<file path="src/rtl/dma_port_arbiter.sv">
// dma_port_arbiter: round-robin arbiter giving two DMA requesters burst tenures on one L1 memory port.
// Optional per-requester beat statistics are built when DMA_PORT_ARBITER_STATS_EN is defined.
module dma_port_arbiter #(
  parameter int ADDR_WIDTH = 13,
  parameter int MAX_BURST  = 16
) (
  input  logic                  clk,
  input  logic                  reset,
  input  logic                  a_req,
  input  logic                  a_we,
  input  logic [ADDR_WIDTH-1:0] a_addr,
  input  logic [31:0]           a_wdata,
  input  logic [3:0]            a_be,
  input  logic                  a_last,
  output logic                  a_gnt,
  output logic                  a_rvalid,
  output logic [31:0]           a_rdata,
  input  logic                  b_req,
  input  logic                  b_we,
  input  logic [ADDR_WIDTH-1:0] b_addr,
  input  logic [31:0]           b_wdata,
  input  logic [3:0]            b_be,
  input  logic                  b_last,
  output logic                  b_gnt,
  output logic                  b_rvalid,
  output logic [31:0]           b_rdata,
  output logic                  mem_en,
  output logic                  mem_we,
  output logic [ADDR_WIDTH-1:0] mem_addr,
  output logic [31:0]           mem_wdata,
  output logic [3:0]            mem_be,
  input  logic [31:0]           mem_rdata,
  output logic                  busy,
  output logic                  owner,
  output logic [15:0]           stat_a_beats,
  output logic [15:0]           stat_b_beats
);
  typedef enum logic [1:0] {IDLE, OWN_A, OWN_B} state_t;
  state_t r_state, w_next;
  logic r_ptr, r_rd_pend, r_rd_b;
  logic [8:0] r_cnt, w_cnt_inc;
  logic w_own_a, w_own_b, w_acc, w_we, w_last, w_end;
  // Outputs are masked while reset is high so an aborted tenure never touches memory.
  always_comb begin
    w_own_a   = !reset && r_state == OWN_A;
    w_own_b   = !reset && r_state == OWN_B;
    w_acc     = w_own_b ? b_req : (w_own_a && a_req);
    w_we      = w_own_b ? b_we : a_we;
    w_last    = w_own_b ? b_last : a_last;
    w_cnt_inc = r_cnt + 9'd1;
    w_end     = (w_own_a || w_own_b) && (!w_acc || w_last || w_cnt_inc == 9'(MAX_BURST));
  end
  always_comb begin
    w_next = (r_state == OWN_A || r_state == OWN_B) ? (w_end ? IDLE : r_state) :
             (a_req && b_req) ? (r_ptr ? OWN_B : OWN_A) :
             a_req ? OWN_A : b_req ? OWN_B : IDLE;
  end
  always_ff @(posedge clk) begin
    if (reset) begin
      r_state   <= IDLE;
      r_ptr     <= 1'b0;
      r_cnt     <= '0;
      r_rd_pend <= 1'b0;
      r_rd_b    <= 1'b0;
    end else begin
      r_state   <= w_next;
      r_ptr     <= w_end ? !w_own_b : r_ptr;
      r_cnt     <= w_end ? '0 : (w_acc ? w_cnt_inc : r_cnt);
      r_rd_pend <= w_acc && !w_we;
      r_rd_b    <= w_own_b;
    end
  end
  always_comb begin
    a_gnt     = w_own_a;
    b_gnt     = w_own_b;
    busy      = w_own_a || w_own_b;
    owner     = w_own_b;
    mem_en    = w_acc;
    mem_we    = w_acc && w_we;
    mem_addr  = w_own_b ? b_addr : a_addr;
    mem_wdata = w_own_b ? b_wdata : a_wdata;
    mem_be    = w_own_b ? b_be : a_be;
    a_rvalid  = !reset && r_rd_pend && !r_rd_b;
    b_rvalid  = !reset && r_rd_pend && r_rd_b;
    a_rdata   = a_rvalid ? mem_rdata : '0;
    b_rdata   = b_rvalid ? mem_rdata : '0;
  end
`ifdef DMA_PORT_ARBITER_STATS_EN
  logic [15:0] r_stat_a, r_stat_b;
  always_ff @(posedge clk) begin
    if (reset) begin
      r_stat_a <= '0;
      r_stat_b <= '0;
    end else begin
      r_stat_a <= (w_acc && w_own_a && r_stat_a != 16'hFFFF) ? r_stat_a + 16'd1 : r_stat_a;
      r_stat_b <= (w_acc && w_own_b && r_stat_b != 16'hFFFF) ? r_stat_b + 16'd1 : r_stat_b;
    end
  end
  assign stat_a_beats = r_stat_a;
  assign stat_b_beats = r_stat_b;
`else
  assign stat_a_beats = '0;
  assign stat_b_beats = '0;
`endif
endmodule

</file>
<file path="config.mk">
export PLATFORM = sky130hd
export DESIGN_NAME = dma_port_arbiter
export DESIGN_NICKNAME = d
export VERILOG_FILES = /design/src/rtl/dma_port_arbiter.sv
export SDC_FILE = /design/constraint.sdc
export NUM_CORES = 1
export LEC_CHECK = 0
export CAP_MARGIN = 30
export CORE_AREA = 2 2 112 114
export CTS_CLUSTER_DIAMETER = 100
export DETAILED_ROUTE_END_ITERATION = 10
export DIE_AREA = 0 0 114 116
export HOLD_SLACK_MARGIN = 0.15
export PLACE_DENSITY_LB_ADDON = 0.15
export SYNTH_ARGS = -nofsm -noshare
export SYNTH_HDL_FRONTEND = slang
export SYNTH_SLANG_ARGS = --single-unit
</file>
<file path="constraint.sdc">
create_clock -name clk -period 3.7 [get_ports clk]
set_input_delay 0.74 -clock clk [delete_from_list [all_inputs] [get_ports clk]]
set_output_delay 0.74 -clock clk [all_outputs]
set_load 0.02 [all_outputs]
</file>
==> results.sh <==
export IMPL_vias=2671
export IMPL_grt_pass1_wl_um=14610
export IMPL_antenna_left=0
export IMPL_post_route_period_util_pct=93.16
export IMPL_dp_slack_ns=0.2553
export IMPL_combPwrFrac_pct=54.0
export IMPL_io_pins=291
export IMPL_first_global_vias=2637
export IMPL_synth_top_flop_cell="dfxtp_1"
export IMPL_rows=40
export IMPL_clk_latency_ns=0.25
export IMPL_htreeDepth=1
export IMPL_synth_seq_cells=14
export IMPL_cp_required_ns=2.96
export IMPL_dp_cells=657
export IMPL_cts_buffers=3
export IMPL_critical_path_cell_chain="clkdlybuf4s50_1 -> nor2b_4 -> buf_12 -> mux2i_1 -> nor2_1 -> clkdlybuf4s50_1"
export IMPL_synth_largest_area_cell="mux2_2"
export IMPL_via_per_inst=4.041
export IMPL_clkTransAtPathRegs_ns=0.05
export IMPL_cts_resized_gates=0
export IMPL_cts_root_buf="clkbuf_16"
export IMPL_placed_area_um2=4770
export IMPL_portBuffers=258
export IMPL_fin_area_um2=4858
export IMPL_syn_area_um2=2176
export IMPL_dr_pass1_iters=4
export IMPL_outcome="completed"
export IMPL_grt_max_degree=55
export IMPL_drc=0
export IMPL_fin_nets=657
export IMPL_ctsHoldBuffers=0
export IMPL_p_clk_share_pct=27.0
export IMPL_clock_path_buffers=2
export IMPL_drv_cap=0
export IMPL_syn_area_per_cell_um2=8.119
export IMPL_synthTopCellsByArea="mux2_2 (25%), and2_1 (19%), dfxtp_1 (13%)"
export IMPL_p_per_area_nw_per_um2=176.6
export IMPL_synthTopCellsByCount="and2_1 (65), mux2_2 (49), buf_4 (35), dfxtp_1 (14), nor2_1 (10)"
export IMPL_drt_met1_wl_um=3951
export IMPL_rsz0062_at_grt="false"
export IMPL_p_int_uw=588.9
export IMPL_fin_ws_ns=0.2532
export IMPL_synth_cell_types=45
export IMPL_switchingPower_uw=269.2
export IMPL_initial_core_util_pct=18.27
export IMPL_vdd_drop_max_v=0.00009710
export IMPL_wl_um=10460
export IMPL_die_area_um2=13220
export IMPL_wl_met2_um=5401
export IMPL_instances_no_fill=661
export IMPL_wl_per_cell_um=15.83
export IMPL_setup_violations_final=0
export IMPL_synth_seq_area_share_pct=12.88
export IMPL_track_usage_pct=14.17
export IMPL_n_antenna_cell=0
export IMPL_cts_sinks=14
export IMPL_period_needed_ns=3.447
export IMPL_p_sw_share_pct=31.37
export IMPL_wl_met3_um=1003
export IMPL_crit_fanout=54
export IMPL_drt_iter0_markers=95
export IMPL_slowest_delay_ns=0.66
export IMPL_finalWeightedCongestion=0.7766
export IMPL_place_hpwl_um=8955
export IMPL_layout_drive_gt1_share_pct=13.23
export IMPL_overflow=0
export IMPL_worst_path_max_delay_cell="clkdlybuf4s50_1"
export IMPL_ys_warnings_count=0
export IMPL_die_w_um=114
export IMPL_synth_edff_count=0
export IMPL_slew_violations=0
export IMPL_fin_worst_skew_ns=0.001504
export IMPL_cts_tree="yes"
export IMPL_antenna_found_initial=0
export IMPL_yosys_area_top_type_share_pct=25.36
export IMPL_fmax_mhz=290.1
export IMPL_core_um2=11910
export IMPL_p_leak_uw=0.001842
export IMPL_cpMostUsedCell="clkdlybuf4s50_1"
export IMPL_synthArstFlopShare_pct=0
export IMPL_hp_class="reg2reg"
export IMPL_hold_viol=0
export IMPL_syn_to_final_growth_pct=123.3
export IMPL_worst_setup_path_type="in2out"
export IMPL_die_height_um=116
export IMPL_endpoint_kind="primary output"
export IMPL_highest_layer="met4"
export IMPL_synthCells=268
export IMPL_pwr_share_seq_pct=19.0
export IMPL_post_cts_buffers=0
export IMPL_worstPathArrival_ns=2.71
export IMPL_synth_most_common_cell="and2_1"
export IMPL_critPathLaunchType="input pin"
export IMPL_tns_ns=0
layout make-up:
cell class	count	area (µm²)
multi-input cells	228	1654
repair buffers	263	2633
flip-flops and latches	14	280.3
inverters	5	18.77
clock buffers	4	88.84
fillers	1219	7053
well taps	147	183.9
placed cells by master (no fill, tap or decap), types with 3 or more instances in the layout:
| master | n |
|---|---|
| and2_1 | 65 |
| buf_4 | 4 |
| clkbuf_16 | 3 |
| clkdlybuf4s50_1 | 258 |
| conb_1 | 32 |
| dfxtp_1 | 14 |
| ha_1 | 4 |
| inv_1 | 4 |
| mux2_2 | 49 |
| mux2i_1 | 3 |
| nand2_1 | 6 |
| nand2b_1 | 3 |
| nand3_1 | 7 |
| nor2_1 | 10 |
| nor2b_1 | 3 |
| nor3_1 | 8 |
| xnor2_1 | 5 |
| xor2_1 | 5 |
kinds of logic (layout without fill, tap and decap cells):
family | count (synthesis) | in the layout | share of synthesized area [%]
AND/OR/NAND/NOR | 118 | 118 | 32.38
buffers and inverters | 57 | 272 | 17.02
multiplexers | 52 | 52 | 26.74
flip-flops | 14 | 14 | 12.88
AO/OA/AOI/OAI | 12 | 12 | 4.486
XOR/XNOR | 10 | 10 | 4.025
adder cells (fa/ha/maj) | 4 | 4 | 2.300
other | 1 | 32 | 0.1723
sequential cells by signal (all words and copies together), names as in the netlist:
register,count
r_state,2
r_rd_pend,1
r_ptr,1
r_cnt,9
r_rd_b,1
metrics by stage:
step	util, %	total power, µW	hold slack, ns
floorplan	-	390.4	0.4647
global placement	40.04	628.4	0.4824
detailed placement	40.04	630.8	0.5000
CTS	40.79	869.7	0.5075
global route	40.79	901.6	0.5285
finish	40.79	858.0	0.4988
critical path: cells and delay by family:
kind,cells,cell delay (ns)
multiplexers,1,0.15
AND/OR/NAND/NOR,2,0.36
buffers and inverters,3,1.43
final timing paths:
path / start / end / slack, ns / cells after the start
setup / recovery: reset / mem_we / 0.25 / 6
hold / removal: r_state[1] / r_state[1] / 0.50 / 2
setup reg to reg: r_state[0] / r_state[1] / 1.58 / 8
hold reg to reg: r_state[1] / r_state[1] / 0.50 / 2
power groups by stage:
stage / registers, µW / logic, µW / clock network (µW)
after CTS: 163 / 468 / 239
final: 163 / 463 / 231
after global placement: 166 / 463 / 0
after floorplan: 164 / 226 / 0
after detailed placement: 166 / 465 / 0
after global routing: 164 / 494 / 244
metal layers:
| layer | vias up | track usage (%) |
|---|---|---|
| li1 | 1327 | - |
| met1 | 1181 | 16.30 |
| met2 | 156 | 26.07 |
| met3 | 7 | 4.184 |
| met4 | 0 | 2.927 |
| met5 | - | 0 |
Power figures use the tool's default switching activity.
